<file path="config.mk">
export PLATFORM = sky130hd
export DESIGN_NAME = alu_issue
export DESIGN_NICKNAME = d
export VERILOG_FILES = /design/src/rtl/alu_issue_pkg.sv /design/src/rtl/alu_issue_dec.sv /design/src/rtl/alu_issue.sv
export SDC_FILE = /design/constraint.sdc
export NUM_CORES = 1
export LEC_CHECK = 0
export CORE_MARGIN = 8
export CORE_UTILIZATION = 35
export DETAILED_ROUTE_END_ITERATION = 16
export GPL_ROUTABILITY_DRIVEN = 1
export HOLD_SLACK_MARGIN = 0.1
export PLACE_DENSITY = 0.71
export REMOVE_ABC_BUFFERS = 1
export SLEW_MARGIN = 10
export SYNTH_ARGS = -nofsm -noshare
export SYNTH_HDL_FRONTEND = slang
export SYNTH_SLANG_ARGS = --single-unit
</file>
<file path="constraint.sdc">
create_clock -name clk -period 1.87 [get_ports clk]
set_input_delay 0.374 -clock clk [delete_from_list [all_inputs] [get_ports clk]]
set_output_delay 0.374 -clock clk [all_outputs]
set_load 0.01 [all_outputs]
</file>
<file path="src/rtl/alu_issue_pkg.sv">
// Shared definitions for the ALU issue stage: 4-bit ALU operation codes,
// RV32I opcodes used by the decoder, and the issue-stage state enumeration.
package alu_issue_pkg;

   localparam logic [3:0] ALU_ADD = 4'b0000;
   localparam logic [3:0] ALU_SUB = 4'b0001;
   localparam logic [3:0] ALU_AND = 4'b0010;
   localparam logic [3:0] ALU_OR  = 4'b0011;
   localparam logic [3:0] ALU_XOR = 4'b0100;
   localparam logic [3:0] ALU_SLL = 4'b0101;
   localparam logic [3:0] ALU_SRL = 4'b0110;
   localparam logic [3:0] ALU_SRA = 4'b0111;
   localparam logic [3:0] ALU_SLT = 4'b1000;

   localparam logic [6:0] OPC_OP     = 7'b0110011;
   localparam logic [6:0] OPC_OP_IMM = 7'b0010011;
   localparam logic [6:0] F7_BASE    = 7'b0000000;
   localparam logic [6:0] F7_ALT     = 7'b0100000;

   typedef enum logic [1:0] {
      ST_IDLE = 2'b00,
      ST_EXEC = 2'b01,
      ST_DONE = 2'b10
   } state_e;

   function automatic logic [31:0] sext12(input logic [11:0] imm);
      return {{20{imm[11]}}, imm};
   endfunction

endpackage

</file>
<file path="src/rtl/alu_issue_dec.sv">
// Combinational RV32I OP/OP-IMM decoder producing ALU operands, code, rd and
// an illegal flag. ALU_ISSUE_SHAMT_CHECK_EN enables strict I-type shift funct7 checks.
module alu_issue_dec
   import alu_issue_pkg::*;
(
   input  logic [31:0] instr,
   input  logic [31:0] rs1_data,
   input  logic [31:0] rs2_data,
   output logic [31:0] a,
   output logic [31:0] b,
   output logic [3:0]  ctrl,
   output logic [4:0]  rd,
   output logic        illegal
);

   logic [6:0]  opcode_s;
   logic [2:0]  funct3_s;
   logic [6:0]  funct7_s;
   logic        is_r_s;
   logic        is_i_s;
   logic [4:0]  shamt_s;
   logic [31:0] b_raw_s;
   logic [3:0]  ctrl_raw_s;
   logic        sh_bad_s;
   logic        unused_rs1_field_s;

   assign unused_rs1_field_s = ^instr[19:15];

   // Field extraction, operation selection and legality
   always_comb begin
      opcode_s   = instr[6:0];
      funct3_s   = instr[14:12];
      funct7_s   = instr[31:25];
      is_r_s     = (opcode_s == OPC_OP);
      is_i_s     = (opcode_s == OPC_OP_IMM);
      shamt_s    = is_r_s ? rs2_data[4:0] : instr[24:20];
      b_raw_s    = is_r_s ? rs2_data : sext12(instr[31:20]);
      ctrl_raw_s = ALU_ADD;
      case (funct3_s)
         3'b000: ctrl_raw_s = (is_r_s && (funct7_s == F7_ALT)) ? ALU_SUB : ALU_ADD;
         3'b111: ctrl_raw_s = ALU_AND;
         3'b110: ctrl_raw_s = ALU_OR;
         3'b100: ctrl_raw_s = ALU_XOR;
         3'b010: ctrl_raw_s = ALU_SLT;
         3'b001: begin
            ctrl_raw_s = ALU_SLL;
            b_raw_s    = {27'd0, shamt_s};
         end
         3'b101: begin
            ctrl_raw_s = instr[30] ? ALU_SRA : ALU_SRL;
            b_raw_s    = {27'd0, shamt_s};
         end
         default: ctrl_raw_s = ALU_ADD;
      endcase

`ifdef ALU_ISSUE_SHAMT_CHECK_EN
      sh_bad_s = is_i_s &&
                 (((funct3_s == 3'b001) && (funct7_s != F7_BASE)) ||
                  ((funct3_s == 3'b101) && (funct7_s != (instr[30] ? F7_ALT : F7_BASE))));
`else
      sh_bad_s = 1'b0;
`endif

      illegal = (!is_r_s && !is_i_s) ||
                (funct3_s == 3'b011) ||
                (is_r_s && (funct7_s != F7_BASE) && (funct7_s != F7_ALT)) ||
                (is_r_s && (funct7_s == F7_ALT) && (funct3_s != 3'b000) && (funct3_s != 3'b101)) ||
                sh_bad_s;

      if (illegal) begin
         a    = 32'd0;
         b    = 32'd0;
         ctrl = ALU_ADD;
         rd   = 5'd0;
      end else begin
         a    = rs1_data;
         b    = b_raw_s;
         ctrl = ctrl_raw_s;
         rd   = instr[11:7];
      end
   end

endmodule

</file>
<file path="src/rtl/alu_issue.sv">
// ALU issue stage: accepts an instruction, drives registered operands to an
// external ALU, captures its response and presents it on a valid/ready port.
// Build option: ALU_ISSUE_SHAMT_CHECK_EN (strict I-type shift encoding checks).
module alu_issue
   import alu_issue_pkg::*;
(
   input  logic        clk,
   input  logic        rst_n,
   input  logic        in_valid,
   output logic        in_ready,
   input  logic [31:0] instr,
   input  logic [31:0] rs1_data,
   input  logic [31:0] rs2_data,
   output logic [31:0] alu_a,
   output logic [31:0] alu_b,
   output logic [3:0]  alu_ctrl,
   input  logic [31:0] alu_result,
   input  logic        alu_zero,
   output logic        out_valid,
   input  logic        out_ready,
   output logic [31:0] out_result,
   output logic        out_zero,
   output logic [4:0]  out_rd,
   output logic        out_illegal
);

   logic [31:0] dec_a_s;
   logic [31:0] dec_b_s;
   logic [3:0]  dec_ctrl_s;
   logic [4:0]  dec_rd_s;
   logic        dec_illegal_s;
   logic        in_ready_s;
   logic        accept_s;

   state_e      state_q,       state_d;
   logic [31:0] alu_a_q,       alu_a_d;
   logic [31:0] alu_b_q,       alu_b_d;
   logic [3:0]  alu_ctrl_q,    alu_ctrl_d;
   logic [4:0]  rd_q,          rd_d;
   logic        illegal_q,     illegal_d;
   logic        out_valid_q,   out_valid_d;
   logic [31:0] out_result_q,  out_result_d;
   logic        out_zero_q,    out_zero_d;
   logic [4:0]  out_rd_q,      out_rd_d;
   logic        out_illegal_q, out_illegal_d;

   alu_issue_dec u_dec (
      .instr    (instr),
      .rs1_data (rs1_data),
      .rs2_data (rs2_data),
      .a        (dec_a_s),
      .b        (dec_b_s),
      .ctrl     (dec_ctrl_s),
      .rd       (dec_rd_s),
      .illegal  (dec_illegal_s)
   );

   // Next-state, handshake and datapath capture
   always_comb begin
      state_d       = state_q;
      alu_a_d       = alu_a_q;
      alu_b_d       = alu_b_q;
      alu_ctrl_d    = alu_ctrl_q;
      rd_d          = rd_q;
      illegal_d     = illegal_q;
      out_valid_d   = out_valid_q;
      out_result_d  = out_result_q;
      out_zero_d    = out_zero_q;
      out_rd_d      = out_rd_q;
      out_illegal_d = out_illegal_q;
      in_ready_s    = 1'b0;

      case (state_q)
         ST_IDLE: begin
            in_ready_s = 1'b1;
            state_d    = in_valid ? ST_EXEC : ST_IDLE;
         end
         ST_EXEC: begin
            in_ready_s    = 1'b0;
            state_d       = ST_DONE;
            out_valid_d   = 1'b1;
            out_result_d  = illegal_q ? 32'd0 : alu_result;
            out_zero_d    = illegal_q ? 1'b1 : alu_zero;
            out_rd_d      = rd_q;
            out_illegal_d = illegal_q;
         end
         ST_DONE: begin
            in_ready_s = out_ready;
            if (out_ready) begin
               out_valid_d = 1'b0;
               state_d     = in_valid ? ST_EXEC : ST_IDLE;
            end else begin
               state_d = ST_DONE;
            end
         end
         default: begin
            in_ready_s  = 1'b0;
            state_d     = ST_IDLE;
            out_valid_d = 1'b0;
         end
      endcase

      accept_s = in_valid && in_ready_s;
      if (accept_s) begin
         alu_a_d    = dec_a_s;
         alu_b_d    = dec_b_s;
         alu_ctrl_d = dec_ctrl_s;
         rd_d       = dec_rd_s;
         illegal_d  = dec_illegal_s;
      end else begin
         alu_a_d    = alu_a_q;
         alu_b_d    = alu_b_q;
         alu_ctrl_d = alu_ctrl_q;
         rd_d       = rd_q;
         illegal_d  = illegal_q;
      end
   end

   // State and output registers; reset discards any in-flight operation
   always_ff @(posedge clk or negedge rst_n) begin
      if (!rst_n) begin
         state_q       <= ST_IDLE;
         alu_a_q       <= 32'd0;
         alu_b_q       <= 32'd0;
         alu_ctrl_q    <= ALU_ADD;
         rd_q          <= 5'd0;
         illegal_q     <= 1'b0;
         out_valid_q   <= 1'b0;
         out_result_q  <= 32'd0;
         out_zero_q    <= 1'b1;
         out_rd_q      <= 5'd0;
         out_illegal_q <= 1'b0;
      end else begin
         state_q       <= state_d;
         alu_a_q       <= alu_a_d;
         alu_b_q       <= alu_b_d;
         alu_ctrl_q    <= alu_ctrl_d;
         rd_q          <= rd_d;
         illegal_q     <= illegal_d;
         out_valid_q   <= out_valid_d;
         out_result_q  <= out_result_d;
         out_zero_q    <= out_zero_d;
         out_rd_q      <= out_rd_d;
         out_illegal_q <= out_illegal_d;
      end
   end

   assign in_ready    = in_ready_s;
   assign alu_a       = alu_a_q;
   assign alu_b       = alu_b_q;
   assign alu_ctrl    = alu_ctrl_q;
   assign out_valid   = out_valid_q;
   assign out_result  = out_result_q;
   assign out_zero    = out_zero_q;
   assign out_rd      = out_rd_q;
   assign out_illegal = out_illegal_q;

endmodule
</file>
## Word-level counts from Yosys, hierarchy flattened

Index checks and enable logic that the tools add are counted.

- Memories kept: 0
- Latch bits: 0
- Input bits: 133
- Memory bits (writable): 0
- Bits in read-only memories: 0
- Output and inout bits: 109
- Register bits: 116

- Div/mod/pow operators: 0
- Bitwise logic cells: 1
- Equality and inequality tests: 15
- Shift operators: 0
- Mux-type cells: 18
- Add/sub/neg operators: 0
- Multipliers: 0
- Reduce and logical (&&, ||, !) cells: 18
- $lt $le $gt $ge: 0

Operators by type and width:

| operator | number |
|---|---|
| 2-to-1 mux 32 bit | 5 |
| case mux 4 bit (7 select lines) | 1 |
| equality test 7 x 6 -> 1 bit (second input constant) | 2 |
| equality test 3 bit (second input constant) | 4 |
| 2-to-1 mux 5 bit | 2 |
| equality test 7 x 5 -> 1 bit (second input constant) | 1 |
| logical AND 1 bit | 7 |
| != test 7 x 6 -> 1 bit (second input constant) | 1 |
| nonzero test 7 bit | 1 |
| equality test 3 x 2 -> 1 bit (second input constant) | 2 |
| case mux 2 bit (3 select lines) | 1 |
| 2-to-1 mux 1 bit | 5 |
| 2-to-1 mux 4 bit | 1 |
| equality test 3 x 1 -> 1 bit (second input constant) | 1 |
| logical NOT 3 bit | 1 |
| logical OR 1 bit | 3 |
| != test 3 bit (second input constant) | 1 |
| case mux 1 bit (3 select lines) | 1 |
| nonzero test 3 bit | 1 |
| equality test 2 x 1 -> 1 bit (second input constant) | 1 |
| equality test 2 bit (second input constant) | 1 |
| logical NOT 1 bit | 2 |
| logical NOT 2 bit | 1 |
| 2-to-1 mux 2 bit | 1 |
| 5 further kinds | 5 |

## Logic depth before layout (Yosys ltp)

- Depth after elaboration: 7
- Gate-level depth with buffers: 7
- Depth with buffers taken out: 5

## By module

From an unflattened synthesis, not the netlist that was laid out.

- Cell total of the unflattened synthesis: 478
- Area total of the unflattened synthesis: 5517.8 um^2

Modules (own cells, without submodules):

| module | instances | area an instance (um^2) | sequential area each (um^2) | cells each |
|---|---|---|---|---|
| alu_issue | 1 | 4675.7 | 2904.0 | 322 |
| alu_issue_dec | 1 | 842.1 | 0.0 | 156 |

## Worst setup path after synthesis

Ideal clock, no wire load.

- Kind: input to register
- From: input instr[27]
- To: register alu_a_q[10] (netlist: alu_a[10])
- Slack: 0.080 ns
- Stages on the path: 6
- Arrival: 1.697 ns
- Setup time: 0.093 ns
- Data required time: 1.777 ns
- Cell sequence: or4_1 nor3_2 o2111ai_1 buf_4 buf_6 o31ai_2

- Cells in the longest elaborated chain, start to end: 6
- Elaborated cells between the ends (all ways): 11
- Those cells by class: eq/ne (2); mux (1); reduce/logical (8)

Ends and longest elaborated chain:

| what | line | RTL |
|---|---|---|
| start: declaration | alu_issue.sv:11 | `input logic [31:0] instr,` |
| equality test 7 x 6 -> 1 bit / nonzero test 7 bit (equally long branches) | alu_issue_dec.sv:67, alu_issue_dec.sv:66 |  |
| logical AND 1 bit (on tied branches) (2 in series) | alu_issue_dec.sv:67, alu_issue_dec.sv:66 |  |
| logical AND 1 bit / logical OR 1 bit (equally long branches) | alu_issue_dec.sv:67, alu_issue_dec.sv:65 |  |
| logical OR 1 bit (*) | alu_issue_dec.sv:66 | `(is_r_s && (funct7_s != F7_BASE) && (funct7_s != F7_ALT)) \|\|` |
| 2-to-1 mux 32 bit (*) | alu_issue_dec.sv:70 | `if (illegal) begin` |
| end signal: assignment | alu_issue.sv:135 | `alu_a_q <= alu_a_d;` |
| end: declaration | alu_issue.sv:36 | `logic [31:0] alu_a_q, alu_a_d;` |

Every way passes the cells marked *; elsewhere a longest branch is shown, timed or not.
A chain may end at the register's enable or synchronous reset.

## Worst setup path in the final report

- From: input instr[27]
- To: register alu_ctrl_q[3] (netlist: alu_ctrl[3])

- Cells in the longest elaborated chain, start to end: 6
- Elaborated cells between the ends (all ways): 11
- Those cells by class: eq/ne (2); mux (1); reduce/logical (8)

Ends and longest elaborated chain:

| what | line | RTL |
|---|---|---|
| equality test 7 x 6 -> 1 bit / nonzero test 7 bit (equally long branches) | alu_issue_dec.sv:67, alu_issue_dec.sv:66 |  |
| logical AND 1 bit (on tied branches) (2 in series) | alu_issue_dec.sv:67, alu_issue_dec.sv:66 |  |
| logical AND 1 bit / logical OR 1 bit (equally long branches) | alu_issue_dec.sv:67, alu_issue_dec.sv:65 |  |
| logical OR 1 bit (*) | alu_issue_dec.sv:66 |  |
| 2-to-1 mux 4 bit (*) | alu_issue_dec.sv:70 |  |
| end signal: assignment | alu_issue.sv:137 | `alu_ctrl_q <= alu_ctrl_d;` |
| end: declaration | alu_issue.sv:38 | `logic [3:0] alu_ctrl_q, alu_ctrl_d;` |

Marked as above.

==> flow_summary_export.csv <==
group,metric,value,unit
timing,hold_viol_final,0,
cells_and_area,layout_common_cells,"223 x clkdlybuf4s50_1, 115 x dfrtp_1, 111 x nand2_1",
cells_and_area,final_common_cell,"clkdlybuf4s50_1",
cells_and_area,final_nets,894,
cells_and_area,n_fill_cell,1232,
power,intPower,5070,µW
outcome,status,"completed",
drt,drc,0,
run,drv_cap,0,
drt,wl,17000,µm
critical_path,startpoint_type,"primary input",
critical_path,worstSetupPathType,"primary input to flip-flop",
critical_path,r2r_end,"alu_ctrl[3]",
drt,wl_per_cell,17.7,µm
synth,synth_warnings,0,
floorplanning,core-area,15100,µm²
power,swShare,0.229,
timing,fmax,562,MHz
place,dp_hpwl,12100,µm
critical_path,cp.required,2.16,ns
critical_path,endpoint_kind,"flip-flop",
critical_path,crit_buf_inv,3,
power,switching_power,1510,µW
clock_network,cts_root_buf,"clkbuf_16",
clock_network,path_clk_slew,0.05,ns
global_route,antenna_found_initial,0,
critical_path,crit_family,"simple AND/OR/NAND/NOR gates",
critical_path,max_stage_delay,0.54,ns
global_route,grt_usage,0.172,
timing,finalSetupTns,0,ns
floorplanning,ioPinCount,242,
floorplanning,initial_core_util,0.354,
power,total_power,6580,µW
timing,post-route-min-period,1.78,ns
cells_and_area,n_antenna_cell,0,
critical_path,rrSetupSlack,0.12,ns
floorplanning,die_y,140,µm
floorplanning,die_w,140,µm
synth,seq_area_frac_synth,0.543,
floorplanning,dieArea,19500,µm²
timing,slew_headroom,0.449,
critical_path,path_max_fanout,8,
clock_network,cts_made_buffers,17,
critical_path,cp_slowest_cell,"or4_4",
cells_and_area,syn_to_final_growth,67.6,%
cells_and_area,fin_area,8970,µm²
power,pwr_density_cell,734,nW/µm²
critical_path,crit_chain,"clkbuf_2 -> or4_4 -> nor3_4 -> o2111ai_4 -> buf_12 -> buf_16 -> o41ai_4",
drt,dr_total_vias,4654,
min_path,worst_hold_path_type,"primary input to flip-flop",
clock_network,clk_latency,0.41,ns
place,numPortBuffers,236,
global_route,overflow,0,
clock_network,clock_sinks,116,
floorplanning,core.rowCount,45,
power,seq_power_share,0.393,
min_path,hold_path_depth,3,
timing,clock_skew,0.0127,ns
clock_network,cts_htree_levels,4,
clock_network,max-clock-path-buffers,2,
critical_path,arrival,2.07,ns
critical_path,startpoint,"instr[27]",
global_route,grt_pass1_vias,5068,
synth,synthCells,510,
critical_path,r2r_start,"state_q[1]",
drt,via_per_inst,4.84,
synth,netlist_area,5350,µm²
drt,ant_nets,0,
power,vdd_drop_max,602,µV
min_path,hold_end,"alu_b[7]",
min_path,hold_start,"instr[27]",
timing,finalMaxSlewViolations,0,
timing,period_share,0.951,
drt,drt_iter0_drc,179,
synth,avgSynthCellArea,10.5,µm²
place,dpl-instance-area,8100,µm²
power,leakage,0.00395,µW
cells_and_area,drive_gt1_frac,0.187,
synth,synth-seq-cells,116,
drt,dr.pass1.iters,4,
global_route,grt_max_degree,55,
critical_path,reg2regPathDepth,7,
clock_network,cts_tree,"built",
timing,setup_viol,0,
timing,worst_slew_pin_slew,0.827,ns
global_route,grt_pass1_wl,26600,µm
synth,synth.distinct_cells,33,
power,pwr-share-clk,0.483,
power,combinationalPowerShare,0.124,
place,place.gp.congestion,0.797,
[flip-flops by register name, indices dropped and copies added, names as in the netlist, 2 cells and up]
register,flops
alu_a,32
alu_b,32
alu_ctrl,4
out_rd,5
out_result,32
rd_q,5
state_q,2
[synth_stat cells]
master | instances | area share
nor2_1 | 4 | 0.0028
dfstp_2 | 1 | 0.0049
xor2_1 | 1 | 0.0016
o21ai_0 | 34 | 0.032
o31ai_1 | 13 | 0.018
a31oi_1 | 1 | 0.0012
clkbuf_1 | 27 | 0.019
nor3b_1 | 1 | 0.0014
o22ai_1 | 1 | 0.0012
and2_1 | 1 | 0.0012
mux2i_1 | 11 | 0.021
o211ai_1 | 2 | 0.0028
nand4bb_1 | 1 | 0.0021
nor2b_1 | 1 | 0.0012
dfrtp_1 | 115 | 0.54
buf_2 | 4 | 0.0037
o31a_1 | 1 | 0.0016
nand2_1 | 112 | 0.079
o31ai_2 | 59 | 0.14
and3_1 | 1 | 0.0012
buf_1 | 2 | 0.0014
inv_1 | 42 | 0.029
nor3_2 | 2 | 0.0037
o2111ai_1 | 1 | 0.0016
o21a_1 | 1 | 0.0014
a21oi_1 | 21 | 0.020
mux2_2 | 6 | 0.013
o41ai_1 | 1 | 0.0016
o22a_1 | 2 | 0.0033
nand2b_1 | 33 | 0.039
buf_4 | 1 | 0.0014
buf_6 | 6 | 0.013
or4_1 | 1 | 0.0014
[how the worst max path moves through the flow]
stage / to / cells after the start
floorplan: alu_b[0] / 5
global placement: alu_b[0] / 6
detailed placement: alu_b[1] / 6
CTS: alu_b[8] / 6
global route: alu_ctrl[3] / 7
finish: alu_ctrl[3] / 7
[logic make-up (layout without fill, tap and decap cells)]
family | after synthesis | after routing | share of synthesized area
multiplexers | 17 | 17 | 0.0332
AND/OR/NAND/NOR | 157 | 157 | 0.132
buffers and inverters | 82 | 346 | 0.0676
XOR/XNOR | 1 | 1 | 0.00164
AO/OA/AOI/OAI | 137 | 137 | 0.222
flip-flops | 116 | 116 | 0.543
[layer usage]
| metal | GRT usage | vias up | wire, µm |
|---|---|---|---|
| li1 | - | 2221 | - |
| met1 | 0.189 | 2248 | 6770 |
| met2 | 0.296 | 171 | 8600 |
| met3 | 0.0759 | 14 | 1480 |
| met4 | 0.0509 | 0 | 172 |
| met5 | 0 | - | 0 |
[power by group through the flow]
stage | clock (µW) | combinational (µW) | sequential, µW
after floorplan | 0 | 231 | 2640
after global placement | 0 | 807 | 2630
after detailed placement | 0 | 820 | 2630
after CTS | 3240 | 825 | 2590
after global routing | 3380 | 889 | 2590
final | 3170 | 818 | 2580
[tightest hold or removal path, cell delays in order]
cell and delay [ns]:
clkbuf_2 0.09, mux2i_1 0.15, o31ai_2 0.08
[metrics by stage]
step | util | worst slack, ns | hold WS [ns] | instances
after global routing | 0.594 | -0.0109 | 0.333 | 962
after global placement | 0.537 | -0.496 | 0.378 | 921
after floorplan | - | -4.72 | 0.0784 | 470
after CTS | 0.585 | -0.0834 | 0.467 | 957
final | 0.594 | 0.0921 | 0.327 | 962
after detailed placement | 0.537 | -0.601 | 0.383 | 921
[final cells by class]
type | count | area, µm² | area share
Tap cell | 188 | 235 | 0.0262
Inverter | 42 | 158 | 0.0176
Sequential cell | 116 | 2900 | 0.324
Clock buffer | 24 | 492 | 0.0548
Multi-Input combinational cell | 312 | 2190 | 0.245
Clock inverter | 8 | 98.8 | 0.0110
Timing Repair Buffer | 272 | 2880 | 0.322
[repair_timing]
action	in CTS	in global routing
endpoints found under the hold margin	36	0
gates cloned	3	2
hold buffers	1	0
resized for setup	10	21
setup endpoints to repair	74	67
setup buffers	0	3
pin swaps	3	7
Power figures use the tool's default switching activity.
